[config.mk]
export PLATFORM = sky130hd
export DESIGN_NAME = datapath_ctrl
export DESIGN_NICKNAME = d
export VERILOG_FILES = /design/src/rtl/datapath_ctrl.sv
export SDC_FILE = /design/constraint.sdc
export NUM_CORES = 1
export LEC_CHECK = 0
export ABC_AREA = 1
export CORE_ASPECT_RATIO = 0.6
export CORE_MARGIN = 2
export CORE_UTILIZATION = 50
export CTS_BUF_LIST = sky130_fd_sc_hd__clkbuf_4
export CTS_CLUSTER_SIZE = 20
export DETAILED_ROUTE_END_ITERATION = 10
export PLACE_DENSITY_LB_ADDON = 0.1
export SLEW_MARGIN = 40
export SYNTH_ARGS = -nofsm -noshare
export SYNTH_HDL_FRONTEND = slang
export SYNTH_SLANG_ARGS = --single-unit
[constraint.sdc]
create_clock -name clk -period 2.05 [get_ports clk]
set_input_delay 0.615 -clock clk [delete_from_list [all_inputs] [get_ports clk]]
set_output_delay 0.615 -clock clk [all_outputs]
set_load 0.005 [all_outputs]
[src/rtl/datapath_ctrl.sv]
// datapath_ctrl: Moore sequencer that walks one 16-bit instruction through
// decode, register read, ALU and write-back by driving the datapath controls.
// Outputs are registered from the next state and next IR, so each control
// is a clean flop output that is valid for the whole cycle of its state.
module datapath_ctrl (
    input  logic        clk,
    input  logic        reset,
    input  logic        s,
    input  logic [15:0] instr,
    output logic        w,
    output logic        illegal,
    output logic [2:0]  readnum,
    output logic [2:0]  writenum,
    output logic        write,
    output logic        vsel,
    output logic        loada,
    output logic        loadb,
    output logic        asel,
    output logic        bsel,
    output logic        loadc,
    output logic        loads,
    output logic [1:0]  shift,
    output logic [1:0]  ALUop,
    output logic [15:0] datapath_in
);

    typedef enum logic [2:0] {
        ST_WAIT   = 3'd0,
        ST_DECODE = 3'd1,
        ST_WIMM   = 3'd2,
        ST_GETA   = 3'd3,
        ST_GETB   = 3'd4,
        ST_ALU    = 3'd5,
        ST_WBACK  = 3'd6
    } state_t;

    typedef enum logic [2:0] {
        K_MOVI = 3'd0,
        K_MOVR = 3'd1,
        K_ADD  = 3'd2,
        K_CMP  = 3'd3,
        K_AND  = 3'd4,
        K_MVN  = 3'd5,
        K_ILL  = 3'd6
    } kind_t;

    typedef struct packed {
        logic        w;
        logic        illegal;
        logic [2:0]  readnum;
        logic [2:0]  writenum;
        logic        write;
        logic        vsel;
        logic        loada;
        logic        loadb;
        logic        asel;
        logic        bsel;
        logic        loadc;
        logic        loads;
        logic [1:0]  shift;
        logic [1:0]  aluop;
        logic [15:0] datapath_in;
    } ctrl_t;

    state_t      state_q, state_d;
    logic [15:0] ir_q, ir_d;
    ctrl_t       ctrl_q;

    // Classify the instruction by its opc/op pair.
    function automatic kind_t decode_kind(input logic [15:0] ir);
        kind_t k;
        case (ir[15:11])
            5'b110_10: k = K_MOVI;
            5'b110_00: k = K_MOVR;
            5'b101_00: k = K_ADD;
            5'b101_01: k = K_CMP;
            5'b101_10: k = K_AND;
            5'b101_11: k = K_MVN;
            default:   k = K_ILL;
        endcase
        return k;
    endfunction

    // Control word produced while sitting in state st with instruction ir.
    function automatic ctrl_t ctrl_for(input state_t st, input logic [15:0] ir);
        ctrl_t c;
        kind_t k;
        c             = '0;
        k             = decode_kind(ir);
        c.datapath_in = {{8{ir[7]}}, ir[7:0]};
        case (st)
            ST_WAIT: begin
                c.w = 1'b1;
            end
            ST_DECODE: begin
                c.illegal = (k == K_ILL);
            end
            ST_WIMM: begin
                c.write    = 1'b1;
                c.vsel     = 1'b1;
                c.writenum = ir[10:8];
            end
            ST_GETA: begin
                c.readnum = ir[10:8];
                c.loada   = 1'b1;
            end
            ST_GETB: begin
                c.readnum = ir[2:0];
                c.loadb   = 1'b1;
            end
            ST_ALU: begin
                c.shift = ir[4:3];
                c.bsel  = 1'b0;
                if (k == K_MOVR) begin
                    // A operand forced to zero so the ALU passes the shifted B
                    c.aluop = 2'b00;
                    c.asel  = 1'b1;
                end else begin
                    c.aluop = ir[12:11];
                    c.asel  = 1'b0;
                end
                if (k == K_CMP) begin
                    c.loads = 1'b1;
                    c.loadc = 1'b0;
                end else begin
                    c.loads = 1'b0;
                    c.loadc = 1'b1;
                end
            end
            ST_WBACK: begin
                c.write    = 1'b1;
                c.vsel     = 1'b0;
                c.writenum = ir[7:5];
            end
            default: begin
                c.w = 1'b0;
            end
        endcase
        return c;
    endfunction

    // Next-state and instruction-capture logic.
    always_comb begin
        state_d = state_q;
        ir_d    = ir_q;
        case (state_q)
            ST_WAIT: begin
                if (s) begin
                    ir_d    = instr;
                    state_d = ST_DECODE;
                end else begin
                    state_d = ST_WAIT;
                end
            end
            ST_DECODE: begin
                case (decode_kind(ir_q))
                    K_MOVI:               state_d = ST_WIMM;
                    K_ADD, K_CMP, K_AND:  state_d = ST_GETA;
                    K_MOVR, K_MVN:        state_d = ST_GETB;
                    default:              state_d = ST_WAIT;
                endcase
            end
            ST_WIMM:  state_d = ST_WAIT;
            ST_GETA:  state_d = ST_GETB;
            ST_GETB:  state_d = ST_ALU;
            ST_ALU: begin
                if (decode_kind(ir_q) == K_CMP) begin
                    state_d = ST_WAIT;
                end else begin
                    state_d = ST_WBACK;
                end
            end
            ST_WBACK: state_d = ST_WAIT;
            default:  state_d = ST_WAIT;
        endcase
    end

    // State, IR and registered control outputs; reset returns to an idle WAIT.
    always_ff @(posedge clk) begin
        if (reset) begin
            state_q <= ST_WAIT;
            ir_q    <= 16'h0000;
            ctrl_q  <= ctrl_for(ST_WAIT, 16'h0000);
        end else begin
            state_q <= state_d;
            ir_q    <= ir_d;
            ctrl_q  <= ctrl_for(state_d, ir_d);
        end
    end

    assign w           = ctrl_q.w;
    assign illegal     = ctrl_q.illegal;
    assign readnum     = ctrl_q.readnum;
    assign writenum    = ctrl_q.writenum;
    assign write       = ctrl_q.write;
    assign vsel        = ctrl_q.vsel;
    assign loada       = ctrl_q.loada;
    assign loadb       = ctrl_q.loadb;
    assign asel        = ctrl_q.asel;
    assign bsel        = ctrl_q.bsel;
    assign loadc       = ctrl_q.loadc;
    assign loads       = ctrl_q.loads;
    assign shift       = ctrl_q.shift;
    assign ALUop       = ctrl_q.aluop;
    assign datapath_in = ctrl_q.datapath_in;

endmodule
# After elaboration in Yosys (flattened, before gate mapping)
# Cells that the tools add are included.
# word_totals
out_inout_bits,36
inputBits,19
reg_bits,47
wordCells,76
# op_classes
mux,18
bitwise_logic,2
eq_ne,31
reduce_logical,8
# op_table
op,count
"== test 5 bit, second input constant",12
one-hot mux 3 bit (6 select lines),2
two-way mux 16 bit,2
"== test 3 bit, second input constant",8
"== test 3 x 2 -> 1 bit, second input constant",7
one-hot mux 3 bit (5 select lines),1
"== test 3 x 1 -> 1 bit, second input constant",4
two-way mux 3 bit,4
one-hot mux 5 bit (2 select lines),1
zero test 3 bit,3
one-hot mux 3 bit (3 select lines),1
one-hot mux 3 bit (2 select lines),1
OR reduction 2 bit,3
OR reduction 3 bit,2
two-way mux 1 bit,5
two-way mux 2 bit,1
inverter 1 bit,2

# Logic depth before layout (Yosys ltp)
# Gate-level depths: netlist of run 1.
# depth
ltp_word,10
depth_mapped,12
ltp_nobuf,12

# Worst setup path after synthesis of run 1
# Ideal clock, no wire load.
# synth_timing
path_type,in2reg
startpoint,in s
endpoint,reg ctrl_q (netlist bit ALUop[1])
setup_slack_ps,647
n_path_buf,1
t_arrival_ps,1282
required_ps,1930
setup_ps,120
cell_stages,6
cell_sequence,nand3_4 -> buf_6 -> o21ai_2 -> nand4_2 -> nand2_1 -> nor2_1
# synth_between
elab_chain_cells,7
word_cells_on_any_way,16
classes_between,8 x eq/ne; 6 x mux; 1 x bitwise; 1 x reduce/logical
# synth_rtl
item,line,source
"start, declared",8,"input logic s,"
two-way mux 16 bit,148,if (s) begin
two-way mux 16 bit,146,case (state_q)
== test 5 bit,72,case (ir[15:11])
one-hot mux 3 bit (6 select lines),72,
two-way mux 3 bit,180,if (reset) begin
== test 3 x 1 -> 1 bit,114,if (k == K_MOVR) begin
OR reduction 3 bit (no source line),-,
"end signal, assigned",183,"ctrl_q <= ctrl_for(ST_WAIT, 16'h0000);"
"end signal, assigned",187,"ctrl_q <= ctrl_for(state_d, ir_d);"
"end, declared",67,ctrl_t ctrl_q;
# Parallel ways exist; a longest one is shown, timed or not. The select of a mux whose other input is x is not followed.
# A chain may end at the register's enable or synchronous reset.

==> results of run 1 <==
layout by cell type, fill, tap and decap left out:
| cell type | instances |
|---|---|
| sky130_fd_sc_hd__inv_2 | 5 |
| sky130_fd_sc_hd__nand3_4 | 1 |
| sky130_fd_sc_hd__or2_2 | 2 |
| sky130_fd_sc_hd__nand4_2 | 1 |
| sky130_fd_sc_hd__clkbuf_4 | 6 |
| sky130_fd_sc_hd__conb_1 | 1 |
| sky130_fd_sc_hd__a21boi_1 | 1 |
| sky130_fd_sc_hd__o21ai_1 | 1 |
| sky130_fd_sc_hd__nor3_2 | 2 |
| sky130_fd_sc_hd__dfxtp_1 | 37 |
| sky130_fd_sc_hd__a21oi_1 | 7 |
| sky130_fd_sc_hd__nand4_1 | 6 |
| sky130_fd_sc_hd__mux2i_1 | 7 |
| sky130_fd_sc_hd__a211oi_1 | 1 |
| sky130_fd_sc_hd__o21ai_0 | 5 |
| sky130_fd_sc_hd__nand3_2 | 1 |
| sky130_fd_sc_hd__nor2_1 | 29 |
| sky130_fd_sc_hd__nand2_2 | 3 |
| sky130_fd_sc_hd__buf_4 | 7 |
| sky130_fd_sc_hd__nor2_4 | 2 |
| sky130_fd_sc_hd__dfxtp_2 | 1 |
| sky130_fd_sc_hd__o21ai_4 | 1 |
| sky130_fd_sc_hd__o21ai_2 | 2 |
| sky130_fd_sc_hd__and2_1 | 1 |
| sky130_fd_sc_hd__o21a_1 | 4 |
| sky130_fd_sc_hd__inv_1 | 23 |
| sky130_fd_sc_hd__nand3_1 | 6 |
| sky130_fd_sc_hd__nor3_1 | 2 |
| sky130_fd_sc_hd__nand2_1 | 25 |
| sky130_fd_sc_hd__or2_1 | 3 |
| sky130_fd_sc_hd__clkdlybuf4s50_1 | 53 |
| sky130_fd_sc_hd__clkinv_1 | 1 |
| sky130_fd_sc_hd__nor2_2 | 1 |
| sky130_fd_sc_hd__clkinv_2 | 1 |
final timing paths:
kind,from,to,depth (start not counted)
worst min register to register,ir_q[2]$_SDFF_PP0_,ir_q[2]$_SDFF_PP0_,2
worst min-delay path,ir_q[2]$_SDFF_PP0_,ir_q[2]$_SDFF_PP0_,2
worst max-delay path,ir_q[7]$_SDFF_PP0_,datapath_in[12],1
worst max register to register,state_q[1]$_SDFF_PP0_,ALUop[1]$_SDFF_PP0_,8
flip-flops by register name (all words and copies together), names as in the netlist:
name,count
ir_q,16
readnum,3
state_q,3
writenum,3
ALUop,2
shift,2
asel,1
illegal,1
loada,1
loadb,1
loadc,1
loads,1
vsel,1
w,1
write,1
metrics by stage:
stage,instances,setup WS (ns)
floorplan,202,0.6473
global placement,286,0.01419
detailed placement,286,-0.05794
CTS,294,0.1119
global route,294,0.05688
finish,294,0.1341
layout make-up:
class / instances / area (um^2)
flip-flops and latches: 38 / 762.0
inverters: 28 / 105.1
clock buffers: 6 / 45.04
well taps: 45 / 56.30
repair buffers: 60 / 583.1
fillers: 257 / 1020
multi-input cells: 115 / 643.1
clock inverters: 2 / 8.758
power by group through the flow:
stage,registers (mW),logic [mW],clock network (mW)
floorplan,0.807,0.166,0
global placement,0.811,0.259,0
detailed placement,0.813,0.265,0
CTS,0.796,0.267,0.380
global route,0.801,0.292,0.426
finish,0.796,0.267,0.372
kinds of logic after synthesis:
family,after synthesis,synth area share
simple gates,85,0.2562
buf+inv,49,0.1545
flops,38,0.4582
compound gates,22,0.08666
mux,7,0.04220
other cells,1,0.002259
timing repair:
| item | 4_1_cts | 5_1_grt |
|---|---|---|
| endpoints found under the setup margin | 1 | 0 |
| hold buffers | 0 | 0 |
| resized for setup | 1 | 0 |
synth_stat cells:
library cell	n	share of area
sky130_fd_sc_hd__conb_1	1	0.0023
sky130_fd_sc_hd__nand3_2	1	0.0060
sky130_fd_sc_hd__inv_2	5	0.011
sky130_fd_sc_hd__mux2i_1	7	0.042
sky130_fd_sc_hd__o21ai_0	5	0.015
sky130_fd_sc_hd__a21boi_1	1	0.0045
sky130_fd_sc_hd__nand2_1	25	0.057
sky130_fd_sc_hd__nand3_1	6	0.018
sky130_fd_sc_hd__nor3_1	2	0.0060
sky130_fd_sc_hd__o21a_1	4	0.018
sky130_fd_sc_hd__and2_1	1	0.0038
sky130_fd_sc_hd__inv_1	23	0.052
sky130_fd_sc_hd__nand3_4	1	0.011
sky130_fd_sc_hd__nor2_1	29	0.066
sky130_fd_sc_hd__nand4_2	1	0.0075
sky130_fd_sc_hd__nor3_2	2	0.012
sky130_fd_sc_hd__nor2_2	1	0.0038
sky130_fd_sc_hd__or2_2	2	0.0075
sky130_fd_sc_hd__nand4_1	6	0.023
sky130_fd_sc_hd__dfxtp_1	38	0.46
sky130_fd_sc_hd__buf_1	1	0.0023
sky130_fd_sc_hd__buf_4	17	0.077
sky130_fd_sc_hd__buf_6	1	0.0068
sky130_fd_sc_hd__or2_1	3	0.011
sky130_fd_sc_hd__o21ai_1	1	0.0030
sky130_fd_sc_hd__buf_2	1	0.0030
sky130_fd_sc_hd__a21oi_1	7	0.021
sky130_fd_sc_hd__nor2_4	2	0.014
sky130_fd_sc_hd__o21ai_4	1	0.0098
sky130_fd_sc_hd__clkbuf_1	1	0.0023
sky130_fd_sc_hd__nand2_2	3	0.011
sky130_fd_sc_hd__a211oi_1	1	0.0045
sky130_fd_sc_hd__o21ai_2	2	0.011
metal layers:
layer  GRT usage  part of all wire  up-vias
met2      0.3218              0.46       35
met1      0.2746              0.48      619
met5           0                 0        -
met4     0.04386            0.0087        0
met3     0.06716             0.051        5
li1            -                 -      707
==> metrics.log, run 1 <==
INFO  metric synth_area_per_cell = 8.220 um^2
INFO  metric power_density = 651.0 mW/mm^2
INFO  metric postLayoutCellArea = 0.002203 mm^2
INFO  metric htree_levels = 2
INFO  metric slowest_delay = 0.55 ns
INFO  metric core_area = 0.003223 mm^2
INFO  metric tritoncts = built
INFO  metric final_nets = 267
INFO  metric cp_cell_sequence = clkdlybuf4s50_1
INFO  metric utilization_after_layout = 0.6836
INFO  metric power.ir.vdd_worst = 0.0003791 V
INFO  metric cellInternalPower = 1.052 mW
INFO  metric power_switching_share = 0.2664
INFO  metric number_of_buffers_inserted_during_clock_tree_synthesis = 5
INFO  metric ys_seq_area_frac = 0.4582
INFO  metric final_min_period_over_clock_period = 0.9346
INFO  metric comb_power_share = 0.186
INFO  metric critPathLaunchType = flop
INFO  metric ys_warnings = 0
INFO  metric timing.clock.skew = 0.008006 ns
INFO  metric total_power = 1.434 mW
INFO  metric routabilityCongestion = 0.7864
INFO  metric timing.fmax = 522.0 MHz
INFO  metric number_of_unique_standard_cell_types_used_by_synthesis = 33
INFO  metric clock-sinks = 38
INFO  metric worst_setup_ep_type = output pin
INFO  metric final_layout_setup_total_negative_slack = 0 ns
INFO  metric rsz0062_at_grt = false
INFO  metric final_max_slew_viol_count = 0
INFO  metric timing_worst_setup_path_type = flop to output pin
INFO  metric clk_pin_slew = 0.10 ns
INFO  metric crit_path_max_fanout = 10
INFO  metric fin_hold_ws = 0.4804 ns
INFO  metric share_clk_of_total_power = 0.259
INFO  metric drc = 0
INFO  metric required = 1.43 ns
INFO  metric place_hpwl = 2810 um
INFO  metric largest_net_degree_at_the_start_of_global_routing = 14
INFO  metric via_count = 1366
INFO  metric die-area = 0.003813 mm^2
INFO  metric timing.max_cap.violations = 0
INFO  metric cts.root.buffer_cell = sky130_fd_sc_hd__clkbuf_4
INFO  metric synth.net_count = 221
INFO  metric total_leakage_power = 0.9588 nW
INFO  metric cts_setup_buffers = 0
INFO  metric detail_route.wirelength = 3559 um
INFO  metric seq_power_share = 0.555
INFO  metric vias_per_cell = 4.646
INFO  metric syn2layout_area_growth = 32.71%
INFO  metric std_cell_rows = 16
INFO  metric grt_pass1_wl = 6009 um
INFO  metric critPathSlowestCell = sky130_fd_sc_hd__clkdlybuf4s50_1
INFO  metric post_synth_inst_count = 202
INFO  metric io_pins = 55
INFO  metric dpl-instance-area = 0.002148 mm^2
INFO  metric timing.final.crit_period = 1.916 ns
INFO  metric ys_seq_elements = 38
INFO  metric setup_viol = 0
INFO  metric critPathArrivalTime = 1.30 ns
INFO  metric antenna_found_initial = 0
INFO  metric power.switching = 0.3821 mW
INFO  metric initial_core_util = 0.5151
INFO  metric number_of_detailed_route_iterations_in_the_first_pass = 4
INFO  metric synth.cell_area = 0.001660 mm^2
INFO  metric hp-class = flop to flop
INFO  metric bufs_on_longest_clock_path = 2
INFO  metric ant_nets = 0
INFO  metric track_usage = 0.2039
INFO  metric dr.first_iter.drc_count = 56
INFO  metric cpLargestDelayFamily = buffers and inverters
INFO  metric layout-drive-gt1-share = 0.1446
INFO  metric globalRouteOverflowTotal = 0
INFO  metric drt-wirelength-per-cell = 12.11 um
INFO  metric fp.dieW = 78.40 um
INFO  metric final-hold-violation-count = 0
INFO  metric outcome = finished, final reports clean
INFO  metric reg2reg_slack = 0.56 ns
INFO  metric ant_cells = 0
INFO  metric vias_in_the_first_global_route = 1294
INFO  metric numPortBuffers = 53
INFO  metric floorplan.die.height = 48.64 um
INFO  metric clkLatencyLatePin = 0.33 ns
INFO  metric worstPathBufferInverterCount = 1
Power figures use the tool's default switching activity.
==> run 2, diff against run 1 <==
--- a/config.mk
+++ b/config.mk
@@ -7,12 +7,11 @@
 export LEC_CHECK = 0
 export ABC_AREA = 1
 export CORE_ASPECT_RATIO = 0.6
-export CORE_MARGIN = 2
-export CORE_UTILIZATION = 50
+export CORE_UTILIZATION = 40
 export CTS_BUF_LIST = sky130_fd_sc_hd__clkbuf_4
 export CTS_CLUSTER_SIZE = 20
 export DETAILED_ROUTE_END_ITERATION = 10
-export PLACE_DENSITY_LB_ADDON = 0.1
+export PLACE_DENSITY = 0.7
 export SLEW_MARGIN = 40
 export SYNTH_ARGS = -nofsm -noshare
 export SYNTH_HDL_FRONTEND = slang
==> run 2 against run 1 <==
Largest cell class unchanged; combinational power rose by 1%; wire length decreased by 3.0%; cell area increased by 0.40%; highest routed layer unchanged.
==> metrics.log, run 2 (same netlist as run 1, synthesis figures left out) <==
INFO  metric detail_route.wirelength = 3451 um
INFO  metric cts_setup_buffers = 0
INFO  metric routabilityCongestion = 0.8723
INFO  metric fin_hold_ws = 0.4769 ns
INFO  metric worst_setup_ep_type = output pin
INFO  metric die-area = 0.004421 mm^2
INFO  metric worstPathBufferInverterCount = 1
INFO  metric required = 1.43 ns
INFO  metric final_layout_setup_total_negative_slack = 0 ns
INFO  metric grt_pass1_wl = 5651 um
INFO  metric bufs_on_longest_clock_path = 2
INFO  metric dr.first_iter.drc_count = 71
INFO  metric place_hpwl = 2631 um
INFO  metric critPathArrivalTime = 1.31 ns
INFO  metric hp-class = flop to flop
INFO  metric routed-wl-met2 = 1162 um
INFO  metric timing.max_cap.violations = 0
INFO  metric final-hold-violation-count = 0
INFO  metric crit_path_max_fanout = 10
INFO  metric number_of_detailed_route_iterations_in_the_first_pass = 4
INFO  metric setup_viol = 0
INFO  metric fillerInstances = 341
INFO  metric largest_net_degree_at_the_start_of_global_routing = 19
INFO  metric floorplan.die.height = 51.91 um
INFO  metric initial_core_util = 0.4361
INFO  metric register_with_the_highest_flop_count = ir_q
INFO  metric layout.cells.most_common_list = 53 x sky130_fd_sc_hd__clkdlybuf4s50_1, 37 x sky130_fd_sc_hd__dfxtp_1, 29 x sky130_fd_sc_hd__nor2_1
INFO  metric cp_cell_sequence = clkdlybuf4s50_1
INFO  metric syn2layout_area_growth = 33.23%
INFO  metric power_density = 648.5 mW/mm^2
INFO  metric largest_register_ff_count = 16
INFO  metric power.ir.vdd_worst = 0.0002630 V
INFO  metric slowest_delay = 0.54 ns
INFO  metric total_power = 1.435 mW
INFO  metric layout-drive-gt1-share = 0.1452
INFO  metric final_max_slew_viol_count = 0
INFO  metric timing.clock.skew = 0.01086 ns
INFO  metric vias_per_cell = 4.549
INFO  metric critPathLaunchType = flop
INFO  metric cpLargestDelayFamily = buffers and inverters
INFO  metric clock-sinks = 38
INFO  metric timing.final.crit_period = 1.929 ns
INFO  metric cts.root.buffer_cell = sky130_fd_sc_hd__clkbuf_4
INFO  metric routed-wl-met3 = 270 um
INFO  metric final_nets = 267
INFO  metric globalRouteOverflowTotal = 0
INFO  metric m1WireLength = 1968 um
INFO  metric final_min_period_over_clock_period = 0.9412
INFO  metric tritoncts = built
INFO  metric timing.fmax = 518.3 MHz
INFO  metric core_area = 0.003807 mm^2
INFO  metric via_count = 1342
INFO  metric antenna_found_initial = 0
INFO  metric outcome = finished, final reports clean
INFO  metric clk_pin_slew = 0.11 ns
INFO  metric ant_cells = 0
INFO  metric ant_nets = 0
INFO  metric ctsResizeCount = 1
INFO  metric vias_in_the_first_global_route = 1235
INFO  metric track_usage = 0.1726
INFO  metric htree_levels = 2
INFO  metric leading_cell_type_in_the_layout_fill_and_taps_excluded = sky130_fd_sc_hd__clkdlybuf4s50_1
INFO  metric regArea = 762.0 um^2
INFO  metric total_leakage_power = 0.9616 nW
INFO  metric rsz0062_at_grt = false
INFO  metric io_pins = 55
INFO  metric multi_input_comb_area = 643.1 um^2
INFO  metric cts_hold_buf = 0
INFO  metric fp.dieW = 85.18 um
INFO  metric number_of_buffers_inserted_during_clock_tree_synthesis = 5
INFO  metric std_cell_rows = 17
INFO  metric numPortBuffers = 53
INFO  metric max_layer_used = met4
INFO  metric drc = 0
INFO  metric clkLatencyLatePin = 0.35 ns
INFO  metric drt-wirelength-per-cell = 11.70 um
INFO  metric timing_worst_setup_path_type = flop to output pin
INFO  metric critPathSlowestCell = sky130_fd_sc_hd__clkdlybuf4s50_1
==> run 2: changes by cell type in the layout (fill, tap and decap cells not counted) <==
cell / previous run / this run
sky130_fd_sc_hd__buf_12: 0 / 1
sky130_fd_sc_hd__buf_4: 7 / 6
sky130_fd_sc_hd__clkbuf_4: 6 / 5
sky130_fd_sc_hd__clkinv_1: 1 / 0
sky130_fd_sc_hd__clkinv_2: 1 / 2
==> run 2: worst min-delay path: cells and delay by family, from the launching register on <==
| kind | cells | cell delay [ns] |
|---|---|---|
| DFF | 1 | 0.33 |
| AOI/OAI and AO/OA | 1 | 0.07 |
| buffers and inverters | 1 | 0.05 |
==> run 2: worst paths after layout <==
kind	slack, ns	from	depth (start not counted)	end
worst min-delay path	0.48	ir_q[2]$_SDFF_PP0_	2	ir_q[2]$_SDFF_PP0_
worst max-delay path	0.12	ir_q[7]$_SDFF_PP0_	1	datapath_in[7]
worst min register to register	0.48	ir_q[2]$_SDFF_PP0_	2	ir_q[2]$_SDFF_PP0_
worst max register to register	0.54	state_q[1]$_SDFF_PP0_	7	ALUop[1]$_SDFF_PP0_
==> run 2: final cells by class <==
| class | count | area share |
|---|---|---|
| clock inverters | 2 | 0.004525 |
| inverters | 28 | 0.04751 |
| clock buffers | 5 | 0.01697 |
| well taps | 47 | 0.02658 |
| repair buffers | 60 | 0.2692 |
| multi-input cells | 115 | 0.2907 |
| flip-flops and latches | 38 | 0.3445 |
==> run 2: layer usage <==
metal | GRT usage | vias to the layer above
li1 | - | 710
met1 | 0.2583 | 574
met2 | 0.2137 | 52
met3 | 0.06032 | 6
met4 | 0.07627 | 0
met5 | 0 | -
==> run 2: where the power goes <==
part | internal [mW] | switching (mW) | leakage (nW)
clock | 0.123 | 0.244 | 0.0308
combinational | 0.144 | 0.128 | 0.620
sequential | 0.771 | 0.0244 | 0.311
total | 1.04 | 0.396 | 0.962
==> run 2: metrics by stage <==
stage	utilization	setup slack (ns)	instance area (um^2)	std cells
after floorplan	-	0.6473	1660	202
after global placement	0.5682	-0.01054	2163	288
after detailed placement	0.5682	-0.07292	2163	288
after CTS	0.5810	0.09524	2212	295
after global routing	0.5810	0.03235	2212	295
final	0.5810	0.1206	2212	295
